--- src/rtl/regfile_write_arbiter_pkg.sv ---
// Shared types and helpers for the regfile write arbiter.
package regfile_pkg;
  localparam int ADDR_WIDTH = 5;
  localparam int DATA_WIDTH = 32;
  localparam int MAX_REQ    = 8;

  localparam logic [ADDR_WIDTH-1:0] REG_ZERO = '0;

  typedef struct packed {
    logic [ADDR_WIDTH-1:0] addr;
    logic [DATA_WIDTH-1:0] data;
  } wb_req_t;

  // First set bit of mask scanning from ptr upward, wrapping modulo n.
  // Returns {found, index}.
  function automatic logic [3:0] rr_first(input logic [MAX_REQ-1:0] mask,
                                          input int ptr, input int n);
    logic [3:0] r;
    int         j;
    r = '0;
    // Walk backwards so the last hit written is the nearest to ptr.
    for (int k = MAX_REQ-1; k >= 0; k--) begin
      if (k < n) begin
        j = ptr + k;
        if (j >= n) j = j - n;
        if (mask[j]) r = {1'b1, 3'(j)};
      end
    end
    return r;
  endfunction
endpackage

--- src/rtl/regfile_write_arbiter_if.sv ---
// Writeback request bus and the two regfile write ports.
interface regfile_write_arbiter_if #(
  parameter int NUM_REQ    = 4,
  parameter int DATA_WIDTH = 32,
  parameter int ADDR_WIDTH = 5
);
  logic [NUM_REQ-1:0]                 req_valid;
  logic [NUM_REQ-1:0][ADDR_WIDTH-1:0] req_addr;
  logic [NUM_REQ-1:0][DATA_WIDTH-1:0] req_data;
  logic [NUM_REQ-1:0]                 req_ready;
  logic                               write_enable_a;
  logic [ADDR_WIDTH-1:0]              write_address_a;
  logic [DATA_WIDTH-1:0]              write_data_a;
  logic                               write_enable_b;
  logic [ADDR_WIDTH-1:0]              write_address_b;
  logic [DATA_WIDTH-1:0]              write_data_b;
  logic                               busy;

  modport master (
    output req_valid, req_addr, req_data,
    input  req_ready, busy,
    input  write_enable_a, write_address_a, write_data_a,
    input  write_enable_b, write_address_b, write_data_b
  );

  modport slave (
    input  req_valid, req_addr, req_data,
    output req_ready, busy,
    output write_enable_a, write_address_a, write_data_a,
    output write_enable_b, write_address_b, write_data_b
  );
endinterface

--- src/rtl/regfile_write_arbiter_rr_pick2.sv ---
// Combinational round-robin picker: up to two grants, second one skips
// requesters flagged in the conflict mask (same address as the first).
module rr_pick2
  import regfile_pkg::*;
#(
  parameter  int NUM_REQ = 4,
  localparam int PW      = $clog2(NUM_REQ)
) (
  input  logic [NUM_REQ-1:0] valid_i,
  input  logic [PW-1:0]      rr_ptr_i,
  input  logic [NUM_REQ-1:0] conflict_i,
  output logic [NUM_REQ-1:0] grant_a_o,
  output logic [NUM_REQ-1:0] grant_b_o,
  output logic [PW-1:0]      idx_a_o,
  output logic [PW-1:0]      idx_b_o,
  output logic               found_a_o,
  output logic               found_b_o
);
  logic [MAX_REQ-1:0] va, vb;
  logic [3:0]         fa, fb;

  // Slot A is the first valid from the pointer; slot B the next valid
  // that is neither slot A nor address-conflicting with it.
  always_comb begin
    va                 = '0;
    va[NUM_REQ-1:0]    = valid_i;
    fa                 = rr_first(va, int'(rr_ptr_i), NUM_REQ);
    found_a_o          = fa[3];
    idx_a_o            = fa[PW-1:0];
    grant_a_o          = '0;
    if (found_a_o) grant_a_o[idx_a_o] = 1'b1;

    vb                 = '0;
    vb[NUM_REQ-1:0]    = valid_i & ~conflict_i & ~grant_a_o;
    fb                 = rr_first(vb, int'(rr_ptr_i), NUM_REQ);
    found_b_o          = fb[3] & found_a_o;
    idx_b_o            = fb[PW-1:0];
    grant_b_o          = '0;
    if (found_b_o) grant_b_o[idx_b_o] = 1'b1;
  end
endmodule

--- src/rtl/regfile_write_arbiter.sv ---
// Two-port regfile write arbiter: round-robin, same-address conflict
// resolution, registered write ports (1-cycle latency), r0 writes dropped.
module regfile_write_arbiter
  import regfile_pkg::rr_first;
  import regfile_pkg::MAX_REQ;
#(
  parameter  int NUM_REQ    = 4,
  parameter  int DATA_WIDTH = regfile_pkg::DATA_WIDTH,
  parameter  int ADDR_WIDTH = regfile_pkg::ADDR_WIDTH,
  localparam int PW         = $clog2(NUM_REQ)
) (
  input logic                    clk,
  input logic                    reset,
  regfile_write_arbiter_if.slave bus
);
  logic [PW-1:0]         rr_ptr_q, rr_ptr_d;
  logic                  we_a_q, we_b_q;
  logic [ADDR_WIDTH-1:0] addr_a_q, addr_b_q;
  logic [DATA_WIDTH-1:0] data_a_q, data_b_q;

  logic [MAX_REQ-1:0]    va;
  logic [3:0]            first;
  logic [NUM_REQ-1:0]    conflict, grant_a, grant_b;
  logic [PW-1:0]         idx_a, idx_b;
  logic                  found_a, found_b;

  // Conflict mask: everyone sharing the address of the slot-A winner.
  always_comb begin
    va              = '0;
    va[NUM_REQ-1:0] = bus.req_valid;
    first           = rr_first(va, int'(rr_ptr_q), NUM_REQ);
    conflict        = '0;
    for (int j = 0; j < NUM_REQ; j++)
      conflict[j] = (bus.req_addr[j] == bus.req_addr[first[PW-1:0]]);
  end

  rr_pick2 #(.NUM_REQ(NUM_REQ)) u_pick (
    .valid_i    (bus.req_valid),
    .rr_ptr_i   (rr_ptr_q),
    .conflict_i (conflict),
    .grant_a_o  (grant_a),
    .grant_b_o  (grant_b),
    .idx_a_o    (idx_a),
    .idx_b_o    (idx_b),
    .found_a_o  (found_a),
    .found_b_o  (found_b)
  );

  // Ready is held low during reset so nothing transfers into a cleared block.
  always_comb begin
    bus.req_ready = reset ? (grant_a | grant_b) : '0;
    bus.busy      = |(bus.req_valid & ~bus.req_ready);
  end

  // Pointer moves just past the last granted requester.
  always_comb begin
    rr_ptr_d = rr_ptr_q;
    if (found_b)
      rr_ptr_d = (int'(idx_b) == NUM_REQ-1) ? '0 : idx_b + 1'b1;
    else if (found_a)
      rr_ptr_d = (int'(idx_a) == NUM_REQ-1) ? '0 : idx_a + 1'b1;
  end

  // Register granted writes; idle slot drops enable but holds addr/data.
  always_ff @(posedge clk) begin
    if (!reset) begin
      rr_ptr_q <= '0;
      we_a_q   <= 1'b0;
      we_b_q   <= 1'b0;
      addr_a_q <= '0;
      addr_b_q <= '0;
      data_a_q <= '0;
      data_b_q <= '0;
    end else begin
      rr_ptr_q <= rr_ptr_d;
      we_a_q   <= found_a && (bus.req_addr[idx_a] != '0);
      we_b_q   <= found_b && (bus.req_addr[idx_b] != '0);
      if (found_a) begin
        addr_a_q <= bus.req_addr[idx_a];
        data_a_q <= bus.req_data[idx_a];
      end
      if (found_b) begin
        addr_b_q <= bus.req_addr[idx_b];
        data_b_q <= bus.req_data[idx_b];
      end
    end
  end

  always_comb begin
    bus.write_enable_a  = we_a_q;
    bus.write_address_a = addr_a_q;
    bus.write_data_a    = data_a_q;
    bus.write_enable_b  = we_b_q;
    bus.write_address_b = addr_b_q;
    bus.write_data_b    = data_b_q;
  end
endmodule

--- src/flat_wrapper.sv ---
// flat-port wrapper written by rule: the top's interface ports become plain ports
module regfile_write_arbiter_flat import regfile_pkg::rr_first; import regfile_pkg::MAX_REQ;
#(
  parameter  int NUM_REQ    = 4,
  parameter  int DATA_WIDTH = regfile_pkg::DATA_WIDTH,
  parameter  int ADDR_WIDTH = regfile_pkg::ADDR_WIDTH,
  localparam int PW         = $clog2(NUM_REQ)
)
  (clk, reset, bus_req_valid, bus_req_addr, bus_req_data, bus_req_ready, bus_busy, bus_write_enable_a, bus_write_address_a, bus_write_data_a, bus_write_enable_b, bus_write_address_b, bus_write_data_b);
  regfile_write_arbiter_if #(.NUM_REQ(NUM_REQ), .DATA_WIDTH(DATA_WIDTH), .ADDR_WIDTH(ADDR_WIDTH)) bus_i ();
  input logic clk;
  input logic reset;
  input wire logic [$bits(bus_i.req_valid)-1:0] bus_req_valid;
  input wire logic [$bits(bus_i.req_addr)-1:0] bus_req_addr;
  input wire logic [$bits(bus_i.req_data)-1:0] bus_req_data;
  output wire logic [$bits(bus_i.req_ready)-1:0] bus_req_ready;
  output wire logic [$bits(bus_i.busy)-1:0] bus_busy;
  output wire logic [$bits(bus_i.write_enable_a)-1:0] bus_write_enable_a;
  output wire logic [$bits(bus_i.write_address_a)-1:0] bus_write_address_a;
  output wire logic [$bits(bus_i.write_data_a)-1:0] bus_write_data_a;
  output wire logic [$bits(bus_i.write_enable_b)-1:0] bus_write_enable_b;
  output wire logic [$bits(bus_i.write_address_b)-1:0] bus_write_address_b;
  output wire logic [$bits(bus_i.write_data_b)-1:0] bus_write_data_b;
  assign bus_i.req_valid = bus_req_valid;
  assign bus_i.req_addr = bus_req_addr;
  assign bus_i.req_data = bus_req_data;
  assign bus_req_ready = bus_i.req_ready;
  assign bus_busy = bus_i.busy;
  assign bus_write_enable_a = bus_i.write_enable_a;
  assign bus_write_address_a = bus_i.write_address_a;
  assign bus_write_data_a = bus_i.write_data_a;
  assign bus_write_enable_b = bus_i.write_enable_b;
  assign bus_write_address_b = bus_i.write_address_b;
  assign bus_write_data_b = bus_i.write_data_b;
  regfile_write_arbiter #(.NUM_REQ(NUM_REQ), .DATA_WIDTH(DATA_WIDTH), .ADDR_WIDTH(ADDR_WIDTH)) u_core (.clk(clk), .reset(reset), .bus(bus_i));
endmodule
--- config.mk ---
export PLATFORM = sky130hd
export DESIGN_NAME = regfile_write_arbiter_flat
export DESIGN_NICKNAME = d
export VERILOG_FILES = /design/src/rtl/regfile_write_arbiter_pkg.sv /design/src/rtl/regfile_write_arbiter_if.sv /design/src/rtl/regfile_write_arbiter_rr_pick2.sv /design/src/rtl/regfile_write_arbiter.sv /design/src/flat_wrapper.sv
export SDC_FILE = /design/constraint.sdc
export NUM_CORES = 1
export LEC_CHECK = 0
export CAP_MARGIN = 20
export CORE_MARGIN = 3
export CORE_UTILIZATION = 45
export DETAILED_ROUTE_END_ITERATION = 7
export GPL_ROUTABILITY_DRIVEN = 0
export PLACE_DENSITY = 0.79
export SYNTH_ARGS = -nofsm -noshare
export SYNTH_HDL_FRONTEND = slang
export SYNTH_SLANG_ARGS = --single-unit
export TNS_END_PERCENT = 100
--- constraint.sdc ---
create_clock -name clk -period 8.43 [get_ports clk]
set_input_delay 1.686 -clock clk [delete_from_list [all_inputs] [get_ports clk]]
set_output_delay 1.686 -clock clk [all_outputs]
set_load 0.02 [all_outputs]
==> results.md <==
* Clock root cell: clkbuf_16
* Total congestion overflow at 0
* Hold WC Path Type: reg -> reg
* CTS buffer count at 9
* Post-synth cell types at 82
* WP data required at 6.74 ns
* Synth-to-layout area growth at 36.4%
* Syn Std Cell Area at 7180 sq um
* Initial Util at 0.465
* DIE AREA at 17500 sq um
* Drt pass-1 iters at 6
* Num rows at 45
* CTS Buffer Depth at 2
* CP arrival at 6.44 ns
* ANT cells at 0
* Post-Syn Nets at 1181
* Wire per inst at 19.8 um
* CTS tree: yes
* Pwr/cell area at 525 nW/um^2
* Wire length of the first global-routing pass at 43.9 mm
* Synth warn at 0
* CP Launch Type: input port
* Worst slew margin at 0.411
* Tmin final at 8.13 ns
* IO Port Bufs at 234
* Worst slack, placed at 0.164 ns
* Antenna violations before repair at 0
* Total wire length at 27.6 mm
* Layout cells sized above 1 at 0.0700
* Post-synth EDFFs at 0
* Worst slew pin tran at 0.884 ns
* Slew Viols, Final at 0
* Post-layout utilization of the core at 0.635
* Setup violations, final at 0
* Ys flop type: dfxtp_1
* Worst-Skew Late Latency at 0.35 ns
* Post-route ant nets at 0
* Register area share after synthesis at 0.218
* Critical-path maximum fanout at 24
* Ys async rst share at 0
* Layout Skew at 0.0102 ns
* Avg Inst Size Synth at 7.08 sq um
* Lkg Pwr at 3.73 nW
* Worst-path clk slew at 0.06 ns
* FF+latch count, synth at 78
* Nets@finish at 1350
* # IOs at 235
* Core area at 15400 sq um
* Vias in the first global route at 8158
* Die Height at 132 um
* CP endpoint kind: output port
* Residual DRC at 0
* Endpoints failing hold at 0
* Post-Syn Instances at 1014
* HPWL after DPL at 19.2 mm
* H-tree Lvls at 3
* Max frequency at 123 MHz
* Fin crit share at 0.964
* Status: complete, no violations
* Hold buffers post-CTS at 0
* Peak supply drop at 0.000598 V
* GRT Total Usage at 0.306
* Max-capacitance violation count at 0
* Detailed-route via count at 8507
* CTS Sinks at 78
* Final setup margin at 0.300 ns
* Largest net degree at the start of global routing at 85
* Initial drt markers at 890
* Vias/cell at 6.09
* Die X at 132 um
* Kind of critical path: in -> out
[state kept, by name, indices dropped and copies added, names as in the netlist]
name / count
u_core.bus.write_enable_a: 1
u_core.bus.write_data_b: 32
u_core.bus.write_address_a: 5
u_core.bus.write_enable_b: 1
u_core.bus.write_address_b: 5
u_core.bus.write_data_a: 32
u_core.rr_ptr_q: 2
[what timing repair did]
item,4_1_cts,5_1_grt
buffers inserted,0,3
resized for setup,0,5
setup endpoints to repair,0,3
[worst max-delay path: stages]
cell	delay (ns)
clkdlybuf4s50_1	0.67
nand2b_1	0.14
a221oi_2	0.35
nor4_4	0.07
or2_2	0.35
buf_4	0.24
o22ai_1	0.19
a211oi_2	0.13
or3_1	0.48
a221oi_4	0.35
a311oi_2	0.19
nor2_4	0.20
inv_4	0.14
ha_1	0.20
a21oi_1	0.17
o21ai_0	0.10
nand4_1	0.16
clkdlybuf4s50_1	0.63
[cell families (layout without fill, tap and decap cells)]
logic type / after synthesis / count (layout) / synth area share
buf+inv: 150 / 322 / 0.0947
mux: 55 / 55 / 0.0846
fa+ha+maj: 13 / 13 / 0.0227
compound gates: 292 / 292 / 0.298
simple gates: 404 / 404 / 0.256
xor+xnor: 22 / 22 / 0.0268
flops: 78 / 78 / 0.218
[cells in the final DEF (no fill, tap or decap), drive strengths merged, types with 10 or more instances in the layout]
cell type and instances:
clkdlybuf4s50 231, nand2 209, nand3 109, o211ai 108, a21oi 93, dfxtp 78
inv 50, mux2 39, nor2 34, buf 24, o21ai 21, mux2i 16
xor2 15, ha 13, clkbuf 10
[layer usage]
layer	part of all wire	vias up	global-route usage
met5	0	-	0
met4	0.042	0	0.129
met3	0.11	75	0.0805
met2	0.46	494	0.491
met1	0.39	3968	0.390
li1	-	3970	-
[area by class of cell]
| type | count | area [sq um] |
|---|---|---|
| repair buffers | 258 | 2530 |
| inverters | 50 | 190 |
| clock inverters | 4 | 48.8 |
| multi-input cells | 786 | 4960 |
| well taps | 211 | 264 |
| clock buffers | 10 | 239 |
| flip-flops and latches | 78 | 1560 |
| fillers | 1423 | 5640 |
[metrics by stage]
step	instances	power [mW]	hold WS, ns	area (sq um)	TNS, ns
2_1_floorplan	1014	3.69	0.529	7180	0
3_3_place_gp	1380	4.61	0.437	9460	0
3_5_place_dp	1380	4.66	0.444	9460	0
4_1_cts	1394	5.08	0.451	9750	0
5_1_grt	1397	5.53	0.465	9790	-0.0205
6_report	1397	5.14	0.448	9790	0
[report_power, final]
part | total [mW] | internal, mW | switching [mW] | leakage (nW)
registers | 0.643 | 0.550 | 0.0937 | 0.649
logic | 4.10 | 1.59 | 2.51 | 2.93
clock network | 0.395 | 0.234 | 0.161 | 0.144
[synth_stat cells (5+ instances only)]
master | count | area (sq um)
mux2_2 | 5 | 56.3
nor2b_1 | 6 | 37.5
a31oi_1 | 6 | 37.5
mux2_1 | 33 | 372
nand2_1 | 207 | 777
o21ai_1 | 5 | 25.0
buf_1 | 10 | 37.5
nor3_1 | 9 | 45.0
ha_1 | 13 | 163
nand2b_1 | 8 | 50.1
inv_1 | 44 | 165
dfxtp_1 | 78 | 1560
buf_6 | 12 | 135
o22ai_1 | 7 | 43.8
clkbuf_1 | 61 | 229
o21ai_0 | 16 | 80.1
xor2_1 | 15 | 131
nor2_1 | 33 | 124
a211oi_1 | 6 | 45.0
a21oi_1 | 92 | 460
inv_2 | 5 | 18.8
buf_2 | 16 | 80.1
mux2i_1 | 15 | 150
nand3_1 | 109 | 546
o211ai_1 | 107 | 803
o32ai_1 | 6 | 52.6
xnor2_1 | 7 | 61.3
[path summary, 6_finish.rpt]
kind	to	startpoint	slack, ns	cells past startpoint
worst max-delay path	bus_busy	bus_req_valid[2]	0.30	18
worst min register to register	u_core.bus.write_data_b[12]$_SDFFE_PN0P_	u_core.bus.write_data_b[12]$_SDFFE_PN0P_	0.45	2
worst max register to register	u_core.bus.write_data_b[10]$_SDFFE_PN0P_	u_core.rr_ptr_q[1]$_SDFFE_PN0P_	2.51	20
worst min-delay path	u_core.bus.write_data_b[12]$_SDFFE_PN0P_	u_core.bus.write_data_b[12]$_SDFFE_PN0P_	0.45	2
Note: power is estimated with default switching activity, not from simulation.
